==> src/rtl/in_flight_tracker_pooled_if.sv <==
// Issuer-side bus of the pooled in-flight tracker: push/pop requests, per-colour
// ready, count readback and sticky error flags.
interface in_flight_tracker_pooled_if #(
    parameter int COLORS    = 4,
    parameter int MAX_DEPTH = 512
);
    localparam int TW = $clog2(COLORS);
    localparam int CW = $clog2(MAX_DEPTH) + 1;

    // A push takes effect only in a cycle where push=1 and ready[push_tag]=1;
    // ready is a registered-state function and never looks at same-cycle push/pop.
    logic              push;
    logic [TW-1:0]     push_tag;
    logic              pop;
    logic [TW-1:0]     pop_tag;
    logic [COLORS-1:0] ready;
    logic [TW-1:0]     read_tag;
    logic [CW-1:0]     count;
    logic [CW-1:0]     total;
    logic              err_overflow;
    logic              err_underflow;
    logic              err_clear;

    modport master (
        output push, push_tag, pop, pop_tag, read_tag, err_clear,
        input  ready, count, total, err_overflow, err_underflow
    );

    modport slave (
        input  push, push_tag, pop, pop_tag, read_tag, err_clear,
        output ready, count, total, err_overflow, err_underflow
    );
endinterface

==> src/rtl/in_flight_tracker_pooled.sv <==
// Per-colour outstanding-request tracker: each colour owns MIN_DEPTH reserved
// slots and all colours share a HEAD_ROOM pool tracked incrementally.
module in_flight_tracker_pooled #(
    parameter int COLORS    = 4,
    parameter int MIN_DEPTH = 32,
    parameter int MAX_DEPTH = 512,
    parameter int COLOR_CAP = 512
) (
    input  logic                      clk,
    input  logic                      rst_n,
    in_flight_tracker_pooled_if.slave bus
);
    localparam int CW        = $clog2(MAX_DEPTH) + 1;
    localparam int HEAD_ROOM = MAX_DEPTH - COLORS * MIN_DEPTH;
    localparam int CAP_EFF   = (COLOR_CAP < MIN_DEPTH + HEAD_ROOM) ? COLOR_CAP
                                                                   : MIN_DEPTH + HEAD_ROOM;
    localparam logic [CW-1:0] MIN_V  = CW'(MIN_DEPTH);
    localparam logic [CW-1:0] HEAD_V = CW'(HEAD_ROOM);
    localparam logic [CW-1:0] CAP_V  = CW'(CAP_EFF);
    localparam logic [CW-1:0] MAX_V  = CW'(MAX_DEPTH);

    if (COLORS < 2 || (COLORS & (COLORS - 1)) != 0) begin : g_bad_colors
        $error("COLORS must be a power of two, at least 2");
    end
    if (MAX_DEPTH < COLORS * MIN_DEPTH) begin : g_bad_depth
        $error("MAX_DEPTH must be at least COLORS*MIN_DEPTH");
    end

    logic [CW-1:0]     cnt     [COLORS];
    logic [CW-1:0]     cnt_nxt [COLORS];
    logic [CW-1:0]     shared_used, shared_nxt;
    logic [CW-1:0]     total_q, total_nxt;
    logic [CW-1:0]     count_q;
    logic [COLORS-1:0] ready;
    logic              err_ov_q, err_un_q;
    logic              push_ok, pop_ok, same_tag_pair, push_eff, pop_eff;
    logic              push_into_shared, pop_from_shared;

    always_comb begin
        ready = '0;
        for (int c = 0; c < COLORS; c++) begin
            ready[c] = (cnt[c] < MIN_V) || ((shared_used < HEAD_V) && (cnt[c] < CAP_V));
        end
    end

    assign push_ok       = bus.push && ready[bus.push_tag];
    assign pop_ok        = bus.pop && (cnt[bus.pop_tag] != '0);
    // An accepted push and pop on one colour cancel; neither touches the pool.
    assign same_tag_pair = push_ok && pop_ok && (bus.push_tag == bus.pop_tag);
    assign push_eff      = push_ok && !same_tag_pair;
    assign pop_eff       = pop_ok && !same_tag_pair;
    assign push_into_shared = push_eff && (cnt[bus.push_tag] >= MIN_V);
    assign pop_from_shared  = pop_eff && (cnt[bus.pop_tag] > MIN_V);

    always_comb begin
        for (int c = 0; c < COLORS; c++) begin
            cnt_nxt[c] = cnt[c];
        end
        if (push_eff) cnt_nxt[bus.push_tag] = cnt[bus.push_tag] + 1'b1;
        if (pop_eff)  cnt_nxt[bus.pop_tag]  = cnt[bus.pop_tag] - 1'b1;
        shared_nxt = shared_used + CW'(push_into_shared) - CW'(pop_from_shared);
        total_nxt  = total_q + CW'(push_eff) - CW'(pop_eff);
    end

    always_ff @(posedge clk or negedge rst_n) begin
        if (!rst_n) begin
            for (int c = 0; c < COLORS; c++) begin
                cnt[c] <= '0;
            end
            shared_used <= '0;
            total_q     <= '0;
            count_q     <= '0;
            err_ov_q    <= 1'b0;
            err_un_q    <= 1'b0;
        end else begin
            cnt         <= cnt_nxt;
            shared_used <= shared_nxt;
            total_q     <= total_nxt;
            count_q     <= cnt_nxt[bus.read_tag];
            // A new error wins over a clear in the same cycle.
            if (bus.push && !ready[bus.push_tag]) err_ov_q <= 1'b1;
            else if (bus.err_clear)               err_ov_q <= 1'b0;
            if (bus.pop && !pop_ok)               err_un_q <= 1'b1;
            else if (bus.err_clear)               err_un_q <= 1'b0;
        end
    end

    assign bus.ready         = ready;
    assign bus.count         = count_q;
    assign bus.total         = total_q;
    assign bus.err_overflow  = err_ov_q;
    assign bus.err_underflow = err_un_q;

`ifndef SYNTHESIS
    always @(posedge clk) begin
        if (rst_n) begin
            assert (total_q <= MAX_V);
            assert (shared_used <= HEAD_V);
            for (int c = 0; c < COLORS; c++) begin
                assert (cnt[c] <= CAP_V);
            end
        end
    end
`endif
endmodule

==> src/flat_wrapper.sv <==
// flat-port wrapper written by rule: the top's interface ports become plain ports
module in_flight_tracker_pooled_flat 
#(
    parameter int COLORS    = 4,
    parameter int MIN_DEPTH = 32,
    parameter int MAX_DEPTH = 512,
    parameter int COLOR_CAP = 512
)
  (clk, rst_n, bus_push, bus_push_tag, bus_pop, bus_pop_tag, bus_read_tag, bus_err_clear, bus_ready, bus_count, bus_total, bus_err_overflow, bus_err_underflow);
  in_flight_tracker_pooled_if #(.COLORS(COLORS), .MAX_DEPTH(MAX_DEPTH)) bus_i ();
  input  logic clk;
  input  logic rst_n;
  input wire logic [$bits(bus_i.push)-1:0] bus_push;
  input wire logic [$bits(bus_i.push_tag)-1:0] bus_push_tag;
  input wire logic [$bits(bus_i.pop)-1:0] bus_pop;
  input wire logic [$bits(bus_i.pop_tag)-1:0] bus_pop_tag;
  input wire logic [$bits(bus_i.read_tag)-1:0] bus_read_tag;
  input wire logic [$bits(bus_i.err_clear)-1:0] bus_err_clear;
  output wire logic [$bits(bus_i.ready)-1:0] bus_ready;
  output wire logic [$bits(bus_i.count)-1:0] bus_count;
  output wire logic [$bits(bus_i.total)-1:0] bus_total;
  output wire logic [$bits(bus_i.err_overflow)-1:0] bus_err_overflow;
  output wire logic [$bits(bus_i.err_underflow)-1:0] bus_err_underflow;
  assign bus_i.push = bus_push;
  assign bus_i.push_tag = bus_push_tag;
  assign bus_i.pop = bus_pop;
  assign bus_i.pop_tag = bus_pop_tag;
  assign bus_i.read_tag = bus_read_tag;
  assign bus_i.err_clear = bus_err_clear;
  assign bus_ready = bus_i.ready;
  assign bus_count = bus_i.count;
  assign bus_total = bus_i.total;
  assign bus_err_overflow = bus_i.err_overflow;
  assign bus_err_underflow = bus_i.err_underflow;
  in_flight_tracker_pooled #(.COLORS(COLORS), .MIN_DEPTH(MIN_DEPTH), .MAX_DEPTH(MAX_DEPTH), .COLOR_CAP(COLOR_CAP)) u_core (.clk(clk), .rst_n(rst_n), .bus(bus_i));
endmodule
==> config.mk <==
export PLATFORM = sky130hd
export DESIGN_NAME = in_flight_tracker_pooled_flat
export DESIGN_NICKNAME = d
export VERILOG_FILES = /design/src/rtl/in_flight_tracker_pooled_if.sv /design/src/rtl/in_flight_tracker_pooled.sv /design/src/flat_wrapper.sv
export SDC_FILE = /design/constraint.sdc
export NUM_CORES = 1
export LEC_CHECK = 0
export BUFFER_PORTS_ARGS = -buffer_cell sky130_fd_sc_hd__clkbuf_2
export CORE_UTILIZATION = 55
export CTS_BUF_LIST = sky130_fd_sc_hd__clkbuf_4
export CTS_CLUSTER_SIZE = 12
export DETAILED_ROUTE_END_ITERATION = 8
export PLACE_DENSITY = 0.7
export SKIP_CTS_REPAIR_TIMING = 1
export SYNTH_ARGS = -nofsm -noshare
export SYNTH_HDL_FRONTEND = slang
export SYNTH_SLANG_ARGS = --single-unit
==> constraint.sdc <==
create_clock -name clk -period 5.1 [get_ports clk]
set_clock_uncertainty 0.2 [all_clocks]
set_input_delay 0 -clock clk [delete_from_list [all_inputs] [get_ports clk]]
set_output_delay 0 -clock clk [all_outputs]
set_load 0.05 [all_outputs]
# Word-level counts from Yosys, hierarchy flattened
# Cells that the tools add are included.
[word_totals]
register_bits = 72
latchBits = 0
ramBits = 0
romBits = 0
in_bits = 11
n_memories = 0
[classes]
add_sub_neg = 6
mul = 0
div_mod_pow = 0
order_cmp = 17
n_eq_ne = 1
n_shift = 0
muxes = 22
bitwise_logic = 3
n_reduce_logical = 26
[ops]
columns = ["operator", "n"]
rows = [
  ["bitwise mux 40 bit", 2],
  ["2-to-1 mux 10 bit", 8],
  ["2-to-1 mux 40 bit", 2],
  ["binary-select mux 10 bit (select 2 bit)", 3],
  ["less-than comparator 10 x 9 -> 1 bit (second input constant)", 5],
  ["demux 10 bit (select 2 bit)", 2],
  ["less-than comparator 10 x 6 -> 1 bit (second input constant)", 4],
  ["adder 10 x 1 -> 10 bit", 2],
  ["subtractor 10 x 1 -> 10 bit", 2],
  ["logical AND 1 bit", 16],
  ["adder 10 x 1 -> 10 bit (second input constant)", 1],
  ["greater-or-equal comparator 10 x 6 -> 1 bit (second input constant)", 1],
  ["greater-than comparator 10 x 6 -> 1 bit (second input constant)", 1],
  ["nonzero test 10 bit", 1],
  ["subtractor 10 x 1 -> 10 bit (second input constant)", 1],
  ["greater-or-equal comparator 3 bit (second input constant)", 3],
  ["NOT 2 -> 3 bit", 3],
  ["less-than comparator 3 x 1 -> 1 bit (second input constant)", 2],
  ["logical OR 1 bit", 4],
  ["2-to-1 mux 1 bit", 4],
  ["nonzero test 2 bit", 2],
  ["logical NOT 1 bit", 3],
  ["less-than comparator 2 x 3 -> 1 bit (second input constant)", 1],
  ["binary-select mux 1 bit (select 2 bit)", 1],
  ["equality test 2 bit", 1],
]

# Depth between registers and ports, before layout
# Gate-level depths: netlist (run 1).
[logic_depth]
word_depth = 16
ltp_mapped = 25
depth_no_buf = 21

# Worst setup path before layout (run 1)
# Ideal clock, no wire load.
[synth_timing]
kind = "register to register"
from = "register u_core.cnt[0] (netlist name)"
to = "register u_core.shared_used[8]"
t_arrival_ps = 4456
t_required_ps = 4820
setup_slack_ps = 364
stages_incl_launch_ff = 24
synth_period_minus_slack_ps = 4736
cell_sequence = "dfrtp_1 mux4_2 inv_1 ha_1 inv_1 or4_1 clkbuf_1 or3_1 buf_4 nand2_1 nor3_1 a21boi_0 ha_1 inv_1 ha_1 fa_1 a21oi_1 nor2_1 nor2_1 o21bai_1 a21oi_1 o21bai_1 a21oi_1 xnor2_1"
[synth_via]
elab_chain_len = 13
word_cells_on_any_way = 26
classes_between = "2 x add/sub; 4 x order compare; 8 x mux; 12 x reduce/logical"
[synth_rtl]
columns = ["element", "line_no", "rtl"]
rows = [
  ["start, declared", "in_flight_tracker_pooled.sv:29", "logic [CW-1:0] cnt [COLORS];"],
  ["start signal, assigned", "in_flight_tracker_pooled.sv:76", "cnt <= cnt_nxt;"],
  ["less-than comparator 10 x 9 -> 1 bit", "in_flight_tracker_pooled.sv:42", "ready[c] = (cnt[c] < MIN_V) || ((shared_used < HEAD_V) && (cnt[c] < CAP_V));"],
  ["logical AND 1 bit", "in_flight_tracker_pooled.sv:42", ""],
  ["logical OR 1 bit", "in_flight_tracker_pooled.sv:42", ""],
  ["binary-select mux 1 bit (select 2 bit)", "in_flight_tracker_pooled.sv:46", "assign push_ok = bus.push && ready[bus.push_tag];"],
  ["2-to-1 mux 1 bit (not written as such)", "in_flight_tracker_pooled.sv:46", ""],
  ["logical AND 1 bit", "in_flight_tracker_pooled.sv:46", ""],
  ["logical AND 1 bit (2 in a row)", "in_flight_tracker_pooled.sv:49", "assign same_tag_pair = push_ok && pop_ok && (bus.push_tag == bus.pop_tag);"],
  ["logical NOT 1 bit", "in_flight_tracker_pooled.sv:50, in_flight_tracker_pooled.sv:51", ""],
  ["logical AND 1 bit", "in_flight_tracker_pooled.sv:50", "assign push_eff = push_ok && !same_tag_pair;"],
  ["logical AND 1 bit", "in_flight_tracker_pooled.sv:52", "assign push_into_shared = push_eff && (cnt[bus.push_tag] >= MIN_V);"],
  ["adder 10 x 1 -> 10 bit", "in_flight_tracker_pooled.sv:61", "shared_nxt = shared_used + CW'(push_into_shared) - CW'(pop_from_shared);"],
  ["subtractor 10 x 1 -> 10 bit (*)", "in_flight_tracker_pooled.sv:61", ""],
  ["via u_core.shared_nxt[8]", "in_flight_tracker_pooled.sv:31", "logic [CW-1:0] shared_used, shared_nxt;"],
  ["end signal, assigned", "in_flight_tracker_pooled.sv:77", "shared_used <= shared_nxt;"],
  ["end, declared", "in_flight_tracker_pooled.sv:31", ""],
]
# The timed path passes the listed nets; every way through them passes the cells marked *. The select of a mux whose other input is x is not followed.
# A chain may end at the register's enable or synchronous reset.

# Worst setup path in the final report (run 1)
# Same ends and word-level chain as after synthesis.

==> metrics.log, run 1 <==
INFO  metric wire_length_of_the_first_global_routing_pass = 21000 um
INFO  metric worst_path_max_delay_cell = sky130_fd_sc_hd__or4_1
INFO  metric numPortBuffers = 36
INFO  metric finalWorstPathRequiredPeriod = 4820 ps
INFO  metric synth.mux.area_fraction = 15.8%
INFO  metric chipHeight = 97.5 um
INFO  metric synth_cell_types = 65
INFO  metric synthDominantCellAreaShare = 35.9%
INFO  metric syn_nets = 548
INFO  metric tightest_pin_transition = 1180 ps
INFO  metric status = complete, but fails checks
INFO  metric antenna_nets_post_route = 0
INFO  metric drt_drc_violations_left = 0
INFO  metric crit_path_cell_trace = mux4_2 -> inv_1 -> ha_1 -> inv_1 -> or4_1 -> or3_1 -> nand2_1 -> nor3_1 -> a21boi_0 -> ha_1 -> inv_1 -> ha_1 -> fa_1 -> a21oi_1 -> nor2_1 -> nor2_2 -> o21bai_1 -> a21oi_2 -> o21bai_1 -> a21oi_1 -> xnor2_1
INFO  metric nets = 594
INFO  metric fin_crit_sh = 94.5%
INFO  metric timing.setup.tns = 0 ps
INFO  metric grt_start_max_net_pins = 73
INFO  metric setup_violations = 0
INFO  metric root_buffer = sky130_fd_sc_hd__clkbuf_4
INFO  metric total_global_route_track_usage = 28.4%
INFO  metric clk_transition_reported_paths = 130 ps
INFO  metric floorplan.rows = 34
INFO  metric synth_seq_cells = 72
INFO  metric htree_num_levels = 3
INFO  metric timing.hold.worst.start = bus_pop_tag[0]
INFO  metric hold-worst-slack = -15.0 ps
INFO  metric finalPower = 0.00373 W
INFO  metric drive_above_1_share = 19.4%
INFO  metric synth-warning-count = 0
INFO  metric postSynth.asyncResetShare = 100%
INFO  metric timing.max_slew.rel_slack = 20.5%
INFO  metric via_density = 6.26
INFO  metric clk_sinks = 72
INFO  metric place.detailed.hpwl = 9490 um
INFO  metric num_io_pins = 37
INFO  metric share_of_the_core_filled_with_cells = 63.1%
INFO  metric grt_setup_unrepaired = false
INFO  metric synth_largest_area_cell = sky130_fd_sc_hd__dfrtp_1
INFO  metric number_of_detailed_routing_iterations_run_before_antenna_repair = 5
INFO  metric global_route.overflow_total = 0
INFO  metric post-route-cell-area = 5530 um^2
INFO  metric core-area = 8760 um^2
INFO  metric clock_tree_from_tritoncts = built
INFO  metric synth_sequential_area_ratio = 35.9%
INFO  metric drv_slew = 0
INFO  metric synth.avg_cell_area = 9.83 um^2
INFO  metric report.final.hold_viol_count = 1
INFO  metric simple_gate_area_share_of_the_yosys_netlist = 14.8%
INFO  metric max-vdd-ir-drop = 0.287 mV
INFO  metric floorplan.die.width = 97.5 um
INFO  metric max_cap_viols = 0
INFO  metric detailroute.via_count = 4196
INFO  metric dieArea = 9520 um^2
INFO  metric post_synth_fa_ha_maj_area_fraction = 6.78%
INFO  metric critical-path-max-stage-delay = 560 ps
INFO  metric synth_edf_count = 0
INFO  metric post_synth_inst_count = 511
INFO  metric combinational_family_with_the_most_area_after_synthesis = multiplexers
INFO  metric max-clock-path-buffers = 2
INFO  metric r2r-start = u_core.cnt[0]
INFO  metric first_global_vias = 4165
INFO  metric insertion_delay = 440 ps
INFO  metric globalplace.congestion = 0.914
INFO  metric power_density = 674 nW/um^2
INFO  metric worstSetupStartpoint = u_core.cnt[0]
INFO  metric hold_path.class = input pin to register
INFO  metric xor_and_xnor_area_share_after_synthesis = 5.58%
INFO  metric violations_in_the_final_reports = hold timing
INFO  metric post_synth_instance_area = 5020 um^2
INFO  metric synth_top_cells_by_area = sky130_fd_sc_hd__dfrtp_1 36%, sky130_fd_sc_hd__mux4_2 10%, sky130_fd_sc_hd__ha_1 6.0%
INFO  metric start_kind = register
INFO  metric areaGrowthSynthToFinish = 10.2%
INFO  metric fmaxAchievable = 0.208 GHz
INFO  metric grt_antenna_before_repair = 0
INFO  metric worst-path-max-fanout = 5
INFO  metric synth-compound-area-share = 15.5%
INFO  metric route.final.wire_length = 13000 um
INFO  metric setup.worst_path.end_class = register
INFO  metric detail_route.iter0.violations = 312
INFO  metric worst_ep_arrival_time = 4980 ps
INFO  metric required_time_reported_for_the_critical_path_endpoint = 5260 ps
INFO  metric worst-setup-path-type = register to register
INFO  metric placement.cell_area = 5340 um^2
INFO  metric detail_route.wl_per_cell = 19.4 um
INFO  metric start_util = 57.3%
INFO  metric total_leakage_power = 2.58 nW
INFO  metric most_used_flip_flop_cell_after_synthesis = sky130_fd_sc_hd__dfrtp_1
INFO  metric cts-buffers-inserted = 9
INFO  metric diodes = 0
==> Yosys cell counts, types with 5 or more instances <==
library cell,n
sky130_fd_sc_hd__a211o_1,5
sky130_fd_sc_hd__or4_1,5
sky130_fd_sc_hd__clkbuf_1,11
sky130_fd_sc_hd__nand3_1,12
sky130_fd_sc_hd__or3_1,7
sky130_fd_sc_hd__o211ai_1,5
sky130_fd_sc_hd__or2_2,5
sky130_fd_sc_hd__dfrtp_1,72
sky130_fd_sc_hd__mux4_2,23
sky130_fd_sc_hd__a21o_1,5
sky130_fd_sc_hd__mux2_2,5
sky130_fd_sc_hd__a21oi_1,27
sky130_fd_sc_hd__inv_1,48
sky130_fd_sc_hd__nand2_1,34
sky130_fd_sc_hd__xnor2_1,22
sky130_fd_sc_hd__ha_1,24
sky130_fd_sc_hd__xor2_1,10
sky130_fd_sc_hd__o21bai_1,10
sky130_fd_sc_hd__nor3_1,21
sky130_fd_sc_hd__mux2i_1,22
sky130_fd_sc_hd__o21ai_0,12
sky130_fd_sc_hd__nor2_1,47
==> final timing paths <==
kind / end / slack, ps / cells past startpoint
worst max-delay path: u_core.shared_used[8] / 280 / 21
worst min-delay path: u_core.cnt[30] / -10 / 3
worst max register to register: u_core.shared_used[8] / 280 / 21
worst min register to register: u_core.cnt[23] / 350 / 2
max in group asynchronous: u_core.cnt[23] / 4080 / 2
min in group asynchronous: u_core.shared_used[3] / 40 / 2
==> power breakdown <==
part | total (W) | switching, W | internal, W
Sequential | 0.00109 | 0.000227 | 0.000858
Clock | 0.000322 | 0.000222 | 0.0000997
Combinational | 0.00232 | 0.00139 | 0.000928
==> layout make-up <==
| class | instances | area [um^2] |
|---|---|---|
| Clock inverter | 7 | 47.5 |
| Timing Repair Buffer | 56 | 350 |
| Multi-Input combinational cell | 370 | 2950 |
| Sequential cell | 72 | 1800 |
| Tap cell | 108 | 135 |
| Clock buffer | 9 | 67.6 |
| Inverter | 48 | 180 |
| Fill cell | 747 | 3230 |
==> routing by layer <==
metal  GRT usage, %  share of wire [%]  vias up  wire length, um
met2           46.8                 47      188             6150
li1               -                  -     1937                -
met3           4.96                7.1       34              922
met4           12.0                2.9        0              382
met5              0                  0        -                0
met1           37.0                 43     2037             5510
==> placed cells by master (no fill, tap or decap), types with 3 or more instances in the layout <==
cell type | Yosys | layout
sky130_fd_sc_hd__a211o_1 | 5 | 5
sky130_fd_sc_hd__a21o_1 | 5 | 5
sky130_fd_sc_hd__a21oi_1 | 27 | 25
sky130_fd_sc_hd__a31oi_1 | 3 | 3
sky130_fd_sc_hd__and2_1 | 3 | 3
sky130_fd_sc_hd__and3_1 | 3 | 3
sky130_fd_sc_hd__buf_4 | 4 | 14
sky130_fd_sc_hd__clkbuf_2 | 0 | 35
sky130_fd_sc_hd__clkbuf_4 | 0 | 9
sky130_fd_sc_hd__clkinv_2 | 0 | 3
sky130_fd_sc_hd__dfrtp_1 | 72 | 72
sky130_fd_sc_hd__dlygate4sd3_1 | 0 | 7
sky130_fd_sc_hd__ha_1 | 24 | 24
sky130_fd_sc_hd__inv_1 | 48 | 48
sky130_fd_sc_hd__mux2_2 | 5 | 5
sky130_fd_sc_hd__mux2i_1 | 22 | 22
sky130_fd_sc_hd__mux4_2 | 23 | 23
sky130_fd_sc_hd__nand2_1 | 34 | 34
sky130_fd_sc_hd__nand2b_1 | 3 | 3
sky130_fd_sc_hd__nand3_1 | 12 | 12
sky130_fd_sc_hd__nor2_1 | 47 | 46
sky130_fd_sc_hd__nor3_1 | 21 | 20
sky130_fd_sc_hd__o211a_1 | 4 | 4
sky130_fd_sc_hd__o211ai_1 | 5 | 5
sky130_fd_sc_hd__o21a_1 | 3 | 3
sky130_fd_sc_hd__o21ai_0 | 12 | 12
sky130_fd_sc_hd__o21bai_1 | 10 | 10
sky130_fd_sc_hd__o221ai_1 | 3 | 3
sky130_fd_sc_hd__o22ai_1 | 3 | 3
sky130_fd_sc_hd__or2_2 | 5 | 5
sky130_fd_sc_hd__or3_1 | 7 | 7
sky130_fd_sc_hd__or4_1 | 5 | 5
sky130_fd_sc_hd__xnor2_1 | 22 | 22
sky130_fd_sc_hd__xor2_1 | 10 | 10
==> flip-flops by register name (all words and copies together) (netlist names) <==
register	flops
u_core.shared_used	10
u_core.bus.count	10
u_core.bus.total	10
u_core.bus.err_underflow	1
u_core.bus.err_overflow	1
u_core.cnt	40
==> worst max-delay path, delay by kind of cell, from the launching register on <==
family	cells	cell delay, ps
compound gates	6	870
buf+inv	3	220
xor+xnor	1	150
simple gates	6	1280
fa+ha+maj	4	1100
mux	1	530
flops	1	420
==> cell families after synthesis <==
kind of cell | count (synthesis)
AND/OR/NAND/NOR | 153
adder cells (fa/ha/maj) | 26
AO/OA/AOI/OAI | 109
multiplexers | 50
buffers and inverters | 69
flip-flops | 72
XOR/XNOR | 32
==> per-stage QoR <==
step                      worst slack [ps]  cells
after detailed placement               241    647
after global routing                  34.1    670
after global placement                 395    647
final                                  281    670
after floorplan                        364    511
after CTS                              224    663
(Power assumes the default switching activity.)
==> run 2: changes to the inputs <==
--- a/config.mk
+++ b/config.mk
@@ -5,12 +5,13 @@
 export SDC_FILE = /design/constraint.sdc
 export NUM_CORES = 1
 export LEC_CHECK = 0
+export ABC_AREA = 1
 export BUFFER_PORTS_ARGS = -buffer_cell sky130_fd_sc_hd__clkbuf_2
 export CORE_UTILIZATION = 55
 export CTS_BUF_LIST = sky130_fd_sc_hd__clkbuf_4
 export CTS_CLUSTER_SIZE = 12
 export DETAILED_ROUTE_END_ITERATION = 8
-export PLACE_DENSITY = 0.7
+export PLACE_DENSITY = 0.69
 export SKIP_CTS_REPAIR_TIMING = 1
 export SYNTH_ARGS = -nofsm -noshare
 export SYNTH_HDL_FRONTEND = slang
==> metrics.log, run 2 <==
INFO  metric status = finished clean
INFO  metric detail_route.iter0.violations = 385 (+23%)
INFO  metric cts-buffers-inserted = 9 (unchanged)
INFO  metric post_synth_inst_count = 847 (+66%)
INFO  metric synth.mux.area_fraction = 0% (-16 points)
INFO  metric htree_num_levels = 3 (unchanged)
INFO  metric setup_violations = 0 (unchanged)
INFO  metric place.detailed.hpwl = 14200 um (+50%)
INFO  metric first_global_vias = 5545 (+33%)
INFO  metric start_kind = register
INFO  metric clk_transition_reported_paths = 120 ps (about the same)
INFO  metric synth_sequential_area_ratio = 32.5% (-3.4 points)
INFO  metric nets = 925 (+56%)
INFO  metric numPortBuffers = 36 (unchanged)
INFO  metric critical-path-top-cell-by-count = sky130_fd_sc_hd__nand2_1
INFO  metric synth_largest_area_cell = sky130_fd_sc_hd__dfrtp_1
INFO  metric insertion_delay = 440 ps (about the same)
INFO  metric floorplan.die.width = 102 um (+5.0%)
INFO  metric combinational_family_with_the_most_area_after_synthesis = simple AND/OR/NAND/NOR gates
INFO  metric floorplan.rows = 36 (+5.9%)
INFO  metric largest_register = u_core.cnt
INFO  metric mostFrequentLayoutCells = 314 x sky130_fd_sc_hd__nand2_1, 125 x sky130_fd_sc_hd__nand3_1, 105 x sky130_fd_sc_hd__inv_1
INFO  metric worst-setup-path-type = register to register
INFO  metric drv_slew = 0 (unchanged)
INFO  metric critical_path.n_buffers_inverters = 3 (unchanged)
INFO  metric dieArea = 10500 um^2 (+10%)
INFO  metric setup.worst_path.end_class = register
INFO  metric num-fill-cells = 947 (+27%)
INFO  metric via_density = 5.70 (-8.9%)
INFO  metric cp-endpoint = u_core.shared_used[8]
INFO  metric areaGrowthSynthToFinish = 9.16%
INFO  metric num_io_pins = 37 (unchanged)
INFO  metric critPathTopFamily = simple AND/OR/NAND/NOR gates
INFO  metric detailroute.via_count = 5851 (+39%)
INFO  metric synth_cell_types = 36 (-45%)
INFO  metric synth-compound-area-share = 5.03% (-10 points)
INFO  metric required_time_reported_for_the_critical_path_endpoint = 5220 ps (-40 ps)
INFO  metric finalPower = 0.00390 W (+4.6%)
INFO  metric r2r_cells = 25 (+19%)
INFO  metric synthDominantCellAreaShare = 32.5% (-3.4 points)
INFO  metric max-clock-path-buffers = 2 (unchanged)
INFO  metric r2r-start = u_core.shared_used[9]
INFO  metric worst-path-max-fanout = 6 (+1)
INFO  metric timing.max_slew.rel_slack = 35.9% (+15 points)
INFO  metric worst-path-stages = 25 (+19%)
INFO  metric most_used_flip_flop_cell_after_synthesis = sky130_fd_sc_hd__dfrtp_1
INFO  metric total_leakage_power = 3.44 nW (+33%)
INFO  metric number_of_detailed_routing_iterations_run_before_antenna_repair = 6 (+1)
INFO  metric postSynth.asyncResetShare = 100% (unchanged)
INFO  metric share_of_the_core_filled_with_cells = 61.9% (-1.2 points)
INFO  metric detail_route.wl_per_cell = 18.6 um (-4.0%)
INFO  metric root_buffer = sky130_fd_sc_hd__clkbuf_4
INFO  metric wire_length_of_the_first_global_routing_pass = 29500 um (+41%)
INFO  metric start_util = 56.7% (-0.55 points)
INFO  metric synth.avg_cell_area = 6.55 um^2 (-33%)
INFO  metric antenna_nets_post_route = 0 (unchanged)
INFO  metric clock_tree_from_tritoncts = built
INFO  metric max_cap_viols = 0 (unchanged)
INFO  metric core-area = 9770 um^2 (+12%)
INFO  metric finalWorstPathRequiredPeriod = 4190 ps (-625 ps)
INFO  metric clk_sinks = 72 (unchanged)
INFO  metric post_synth_fa_ha_maj_area_fraction = 6.14% (-0.64 points)
INFO  metric post_synth_instance_area = 5550 um^2 (+10%)
INFO  metric largest_reg_flops = 40 (unchanged)
INFO  metric synth_seq_cells = 72 (unchanged)
INFO  metric simple_gate_area_share_of_the_yosys_netlist = 42.6% (+28 points)
INFO  metric fmaxAchievable = 0.238 GHz (+15%)
INFO  metric chipHeight = 102 um (+5.0%)
INFO  metric route.final.wire_length = 19100 um (+47%)
INFO  metric drive_above_1_share = 10.2% (-9.2 points)
INFO  metric hold_path.class = input pin to async pin
INFO  metric drt_drc_violations_left = 0 (unchanged)
INFO  metric grt_antenna_before_repair = 0 (unchanged)
INFO  metric worst_ep_arrival_time = 4320 ps (-660 ps)
INFO  metric top_count_cell_post_synth = sky130_fd_sc_hd__nand2_1
INFO  metric power_density = 644 nW/um^2 (-4.4%)
INFO  metric diodes = 0 (unchanged)
INFO  metric total_global_route_track_usage = 38.8% (+10 points)
INFO  metric worst_path_max_delay_cell = sky130_fd_sc_hd__fa_1
INFO  metric synth_top_cells_by_area = sky130_fd_sc_hd__dfrtp_1 32%, sky130_fd_sc_hd__nand2_1 21%, sky130_fd_sc_hd__nand3_1 11%
INFO  metric crit-reg2reg-capture = u_core.shared_used[8]
INFO  metric r2r_slack = 910 ps (+630 ps)
INFO  metric report.final.hold_viol_count = 0 (-1)
INFO  metric worstSetupStartpoint = u_core.shared_used[9]
INFO  metric synth_edf_count = 0 (unchanged)
INFO  metric xor_and_xnor_area_share_after_synthesis = 3.63% (-2.0 points)
INFO  metric grt_start_max_net_pins = 73 (unchanged)
INFO  metric hold-worst-slack = 5.62 ps (+20.6 ps)
INFO  metric max-vdd-ir-drop = 0.431 mV (+50%)
INFO  metric synth-warning-count = 0 (unchanged)
INFO  metric final_common_cell = sky130_fd_sc_hd__nand2_1
INFO  metric yosys-top-cells-count = 314 x sky130_fd_sc_hd__nand2_1, 125 x sky130_fd_sc_hd__nand3_1, 105 x sky130_fd_sc_hd__inv_1
INFO  metric global_route.overflow_total = 0 (unchanged)
INFO  metric timing.setup.tns = 0 ps (unchanged)
INFO  metric fin_crit_sh = 82.2% (-12 points)
INFO  metric critical-path-max-stage-delay = 410 ps (-150 ps)
INFO  metric syn_nets = 884 (+61%)
INFO  metric globalplace.congestion = 1.06 (+16%)
INFO  metric tightest_pin_transition = 962 ps (-221 ps)
INFO  metric grt_setup_unrepaired = false
[run 2: cell count changes after synthesis, sizes merged, moves of 8 or more]
| cell | previous run | this run |
|---|---|---|
| nand2 | 34 | 318 |
| nand3 | 13 | 131 |
| inv | 48 | 113 |
| nand4 | 2 | 29 |
| mux4 | 23 | 0 |
| mux2i | 22 | 0 |
| nor3 | 21 | 3 |
| xnor2 | 22 | 4 |
| buf | 10 | 20 |
| o21ai | 13 | 22 |
| o21bai | 10 | 1 |
| xor2 | 10 | 19 |
| a21oi | 27 | 19 |
[run 2: how the worst min path moves through the flow]
stage,from,end,slack (ps),depth (start not counted)
after floorplan,rst_n,u_core.bus.count[0],-500,0
after global placement,rst_n,u_core.bus.total[6],-10,1
after detailed placement,rst_n,u_core.bus.total[6],10,1
after CTS,rst_n,u_core.bus.total[6],-490,1
after global routing,bus_read_tag[0],u_core.bus.count[1],40,4
final,rst_n,u_core.bus.total[7],6,2
[run 2: power by group]
group	internal, W	leakage, nW	switching [W]
clock	0.000156	0.0757	0.000211
sequential	0.000850	0.866	0.000247
combinational	0.000762	2.50	0.00167
[run 2: layout make-up]
type,instances,area [um^2],share of cell area (%)
multi-input combinational,635,3180,52.6
sequential,72,1800,29.8
inverter,115,432,7.13
timing repair buffer,55,340,5.62
tap,133,166,2.75
clock buffer,11,82.6,1.36
clock inverter,5,47.5,0.785
[run 2: cell families (layout without fill, tap and decap cells)]
kind of cell    after synthesis  count (layout)
compound gates               51              51
xor+xnor                     23              23
fa+ha+maj                    26              26
buf+inv                     140             186
flops                        72              72
simple gates                535             535
[run 2: per-layer routing]
metal  share of wire [%]  up-vias  GRT usage (%)
li1                    -     2783              -
met1                  40     2643           50.7
met2                  44      360           59.9
met3                  12       65           9.44
met4                 3.9        0           19.0
met5                   0        -              0
[run 2: through the flow]
step                      cell area (um^2)  instances  setup WS (ps)
after detailed placement              5860       1004            728
final                                 6050       1026            906
after floorplan                       5550        847           1520
after global placement                5860       1004            955
after CTS                             5990       1020            967
after global routing                  6050       1026            546
